File: config.mk
export PLATFORM = sky130hd
export DESIGN_NAME = rgb_pwm_bank
export DESIGN_NICKNAME = d
export VERILOG_FILES = /design/src/rtl/rgb_pwm_bank.sv
export SDC_FILE = /design/constraint.sdc
export NUM_CORES = 1
export LEC_CHECK = 0
export ABC_CLOCK_PERIOD_IN_PS = 4100
export CORE_UTILIZATION = 30
export CTS_CLUSTER_SIZE = 40
export DETAILED_ROUTE_END_ITERATION = 12
export PLACE_DENSITY = 0.44
export SLEW_MARGIN = 10
export SYNTH_ARGS = -nofsm -noshare
export SYNTH_HDL_FRONTEND = slang
export SYNTH_SLANG_ARGS = --single-unit
File: constraint.sdc
create_clock -name clk -period 4.1 [get_ports clk]
set_clock_uncertainty 0.2 [all_clocks]
set_input_delay 1.23 -clock clk [delete_from_list [all_inputs] [get_ports clk]]
set_output_delay 1.23 -clock clk [all_outputs]
set_load 0.05 [all_outputs]
File: src/rtl/rgb_pwm_bank.sv
// Multi-channel PWM bank sharing one period counter, with double-buffered duty values.
// Optional macro RGB_PWM_FADE_EN: active duty ramps by one step per period toward the shadow.
module rgb_pwm_bank #(
    parameter int CH     = 3,
    parameter int W      = 16,
    parameter int PERIOD = 50000
) (
    input  logic            clk,
    input  logic            rst_n,
    input  logic [CH*W-1:0] duty_in,
    input  logic            load,
    output logic [CH-1:0]   pwm,
    output logic            period_end,
    output logic            pending
);
    localparam logic [W-1:0] LAST = W'(PERIOD - 1);
    localparam logic [W-1:0] ONE  = W'(1);

    logic [W-1:0]  r_cnt;
    logic [W-1:0]  r_shadow [CH];
    logic [W-1:0]  r_active [CH];
    logic          r_pending;
    logic [CH-1:0] r_pwm;
    logic          r_period_end;
    logic          w_wrap;

    assign w_wrap = (r_cnt == LAST);

    always_ff @(posedge clk or negedge rst_n) begin
        if (!rst_n) begin
            r_cnt        <= '0;
            r_period_end <= 1'b0;
        end else begin
            r_cnt        <= w_wrap ? '0 : r_cnt + ONE;
            r_period_end <= w_wrap;
        end
    end

    always_ff @(posedge clk or negedge rst_n) begin
        if (!rst_n) begin
            for (int i = 0; i < CH; i++) begin
                r_shadow[i] <= '0;
            end
        end else if (load) begin
            for (int i = 0; i < CH; i++) begin
                r_shadow[i] <= duty_in[i*W +: W];
            end
        end
    end

`ifdef RGB_PWM_FADE_EN
    logic [W-1:0] w_act_nxt [CH];
    logic         w_settled;

    // One-step move toward the shadow; settled means no channel needs another step.
    always_comb begin
        w_settled = 1'b1;
        for (int i = 0; i < CH; i++) begin
            w_act_nxt[i] = r_active[i];
            if (r_active[i] < r_shadow[i]) begin
                w_act_nxt[i] = r_active[i] + ONE;
            end else if (r_active[i] > r_shadow[i]) begin
                w_act_nxt[i] = r_active[i] - ONE;
            end
            if (w_act_nxt[i] != r_shadow[i]) begin
                w_settled = 1'b0;
            end
        end
    end

    always_ff @(posedge clk or negedge rst_n) begin
        if (!rst_n) begin
            for (int i = 0; i < CH; i++) begin
                r_active[i] <= '0;
            end
            r_pending <= 1'b0;
        end else begin
            if (w_wrap) begin
                for (int i = 0; i < CH; i++) begin
                    r_active[i] <= w_act_nxt[i];
                end
            end
            if (load) begin
                r_pending <= 1'b1;
            end else if (w_wrap && w_settled) begin
                r_pending <= 1'b0;
            end
        end
    end
`else
    // A load on the wrap cycle still hands the old shadow to active and keeps pending set.
    always_ff @(posedge clk or negedge rst_n) begin
        if (!rst_n) begin
            for (int i = 0; i < CH; i++) begin
                r_active[i] <= '0;
            end
            r_pending <= 1'b0;
        end else begin
            if (w_wrap && r_pending) begin
                for (int i = 0; i < CH; i++) begin
                    r_active[i] <= r_shadow[i];
                end
            end
            if (load) begin
                r_pending <= 1'b1;
            end else if (w_wrap) begin
                r_pending <= 1'b0;
            end
        end
    end
`endif

    // Duty >= PERIOD is always above the counter, so it saturates high without a clamp.
    always_ff @(posedge clk or negedge rst_n) begin
        if (!rst_n) begin
            r_pwm <= '0;
        end else begin
            for (int i = 0; i < CH; i++) begin
                r_pwm[i] <= (r_cnt < r_active[i]);
            end
        end
    end

    assign pwm        = r_pwm;
    assign period_end = r_period_end;
    assign pending    = r_pending;

endmodule

==> metrics.txt <==
outcome finished with violations; violated checks DRC; LEAKAGE 3.076 nW; pwr dens 394.3 mW/mm²; DP Worst Slack roughly 1.2 ns; initial antenna violation count 0; max_slew headroom 0.2919; CP Launch Type register; maxcap violations 0; cts bufs inserted 17; synthesized area per cell between 10 and 15 µm²; clk buf depth 2; crit path cell chain clkdlybuf4s50_1; worst path arrival time ~1.6 ns; layout cells sized above 1 0.1479; Synth Cell Area approximately 0.0056 mm²; Worst setup EP type primary output; grt ovf 0; cells after synthesis between 400 and 500; Core ar. 0.01809 mm²; Fillers 1732; Final Net Count around 650; vias per cell about 4.7; Period minus WS final ~3.0 ns; overall routing resource usage 0.1435; register bit total from synthesis around 120; DP Area roughly 0.0064 mm²; Vias approximately 3800; largest net degree at the start of global routing 65; H-tree depth 4; First DRT Iteration DRCs roughly 150; worst-skew pair later-pin latency 0.41 ns; final RePlAce weighted congestion around 0.78; most frequent cells in the layout dfrtp_1, inv_1, clkdlybuf4s50_1; DRC viols 4; Yosys top cell area share 0.5261; fin crit share 0.7340; CTS tree built; RSZ-0062 raised after global routing false; Ys Warns 0; CTS Hold Bufs 0; Design Area, Final a little under 0.007 mm²; final antenna-violating net count 0; cell type with the largest total area after synthesis dfrtp_1; vias in the first global route around 4000; Syn-to-layout area delta 24.12%; num rows 49; critical path class register to primary output; Synth area leaders dfrtp_1, ha_1, mux2_2; CP bufs+invs 1; critical path's largest stage delay about 0.82 ns; final setup margin roughly 1.1 ns; post-CTS setup buffer count 0; final hold vios 0; CP top delay family buffers and inverters; WL/cell between 15 and 20 µm; post-synthesis cell type count 36; die span in x between 100 and 150 µm; Port Buffers 55; pins over their slew limit 0; worst-path fanout max 2; ant diodes 0; sequential fraction of the synthesis area 0.5261; syn nets roughly 590; Worst path slowest cell clkdlybuf4s50_1; required time of the critical path 2.67 ns; hold crit path type register to register; final setup vio count 0; drt first pass iters 8; first-pass GRT wire length between 20000 and 25000 µm; clk root buf clkbuf_16; commonest non-fill, non-tap cell in the layout dfrtp_1; height of the die 138.2 µm; Final TNS setup 0 ns; Slew @ Worst Pin around 1.1 ns; Reg clk slew, reported paths roughly 0.050 ns; placed cells ~770; initial core utilization 0.3077; routed wire length between 10000 and 15000 µm; Resize count post-CTS 0; DP HPWL a little under 9000 µm; worst vdd ir around 0.27 mV; I/O Pins 56; Finished Layout Cells ~800; die area between 0.015 and 0.02 mm²; CTS Sinks between 100 and 150; max frequency 332.3 MHz; post-layout util 0.3819
## worst register-to-register path: stages, from the launching register on
cell and delay (ns):
dfrtp_1 0.45, ha_1 0.27, nand4_1 0.18, nor4_4 0.32, and2_1 0.87, buf_4 0.37
o21ai_0 0.11
## stage by stage
stage / hold WS [ns] / total power, mW
floorplan: 0.2592 / 1.297
global placement: 0.2903 / 1.384
detailed placement: 0.3013 / 1.389
CTS: 0.3130 / 2.769
global route: 0.3248 / 2.846
finish: 0.3036 / 2.724
## cell usage after synthesis, drive strengths merged
| master | n |
|---|---|
| xnor2 | 4 |
| or3 | 4 |
| nand2b | 3 |
| and4 | 1 |
| nor2 | 11 |
| a31o | 1 |
| clkbuf | 9 |
| o311ai | 3 |
| xor2 | 7 |
| nor2b | 1 |
| nor4 | 3 |
| buf | 12 |
| o21ai | 53 |
| dfrtp | 117 |
| nand4 | 12 |
| and3 | 5 |
| mux2 | 51 |
| a2111oi | 3 |
| o21bai | 1 |
| nand3 | 50 |
| inv | 55 |
| nor3 | 4 |
| a21oi | 12 |
| and2 | 1 |
| o21a | 3 |
| nand2 | 8 |
| a221o | 3 |
| a21o | 9 |
| ha | 46 |
| nand4bb | 2 |
## layout make-up
| class | count | area, µm² | area share |
|---|---|---|---|
| tap | 229 | 286.5 | 0.04148 |
| multi-input combinational | 301 | 2330 | 0.3373 |
| sequential | 117 | 2928 | 0.4238 |
| timing repair buffer | 63 | 615.6 | 0.08911 |
| clock inverter | 4 | 45.04 | 0.006521 |
| clock buffer | 28 | 496.7 | 0.07191 |
| inverter | 55 | 206.4 | 0.02989 |
## worst paths after layout
kind,startpoint,endpoint,slack [ns],cells after the start
setup / recovery,pending,pending,1.09,1
hold / removal,r_shadow[0],r_active[0],0.30,1
setup reg to reg,r_cnt[1],r_active[47],1.21,6
hold reg to reg,r_shadow[0],r_active[0],0.30,1
max in group asynchronous,rst_n,r_shadow[45],2.16,2
min in group asynchronous,rst_n,r_shadow[18],0.72,1
## kinds of logic after synthesis
kind of cell	after synthesis	share of synthesized area
AO/OA/AOI/OAI	88	0.09240
multiplexers	51	0.1032
XOR/XNOR	11	0.01731
flip-flops	117	0.5261
AND/OR/NAND/NOR	105	0.1023
adder cells (fa/ha/maj)	46	0.1034
buffers and inverters	76	0.05530
## power by group
| group | leakage (nW) | total (mW) | switching [mW] | internal, mW |
|---|---|---|---|---|
| logic | 1.30 | 0.133 | 0.0477 | 0.0853 |
| clock network | 0.266 | 1.36 | 0.482 | 0.878 |
| registers | 1.51 | 1.23 | 0.0267 | 1.20 |
| total | 3.08 | 2.72 | 0.556 | 2.17 |
## sequential cells by signal, indices dropped and copies added (netlist names)
register	count
pwm	3
r_active	48
period_end	1
r_cnt	16
r_shadow	48
pending	1
## routing by layer
| metal | vias to the layer above | part of all wire | GRT usage | wire [µm] |
|---|---|---|---|---|
| met4 | 0 | 0.0095 | 0.04790 | 120 |
| met5 | - | 0 | 0 | 0 |
| met3 | 6 | 0.030 | 0.03741 | 375 |
| li1 | 1862 | - | - | - |
| met2 | 44 | 0.46 | 0.2264 | 5798 |
| met1 | 1843 | 0.50 | 0.1916 | 6280 |
Power figures use the tool's default switching activity.
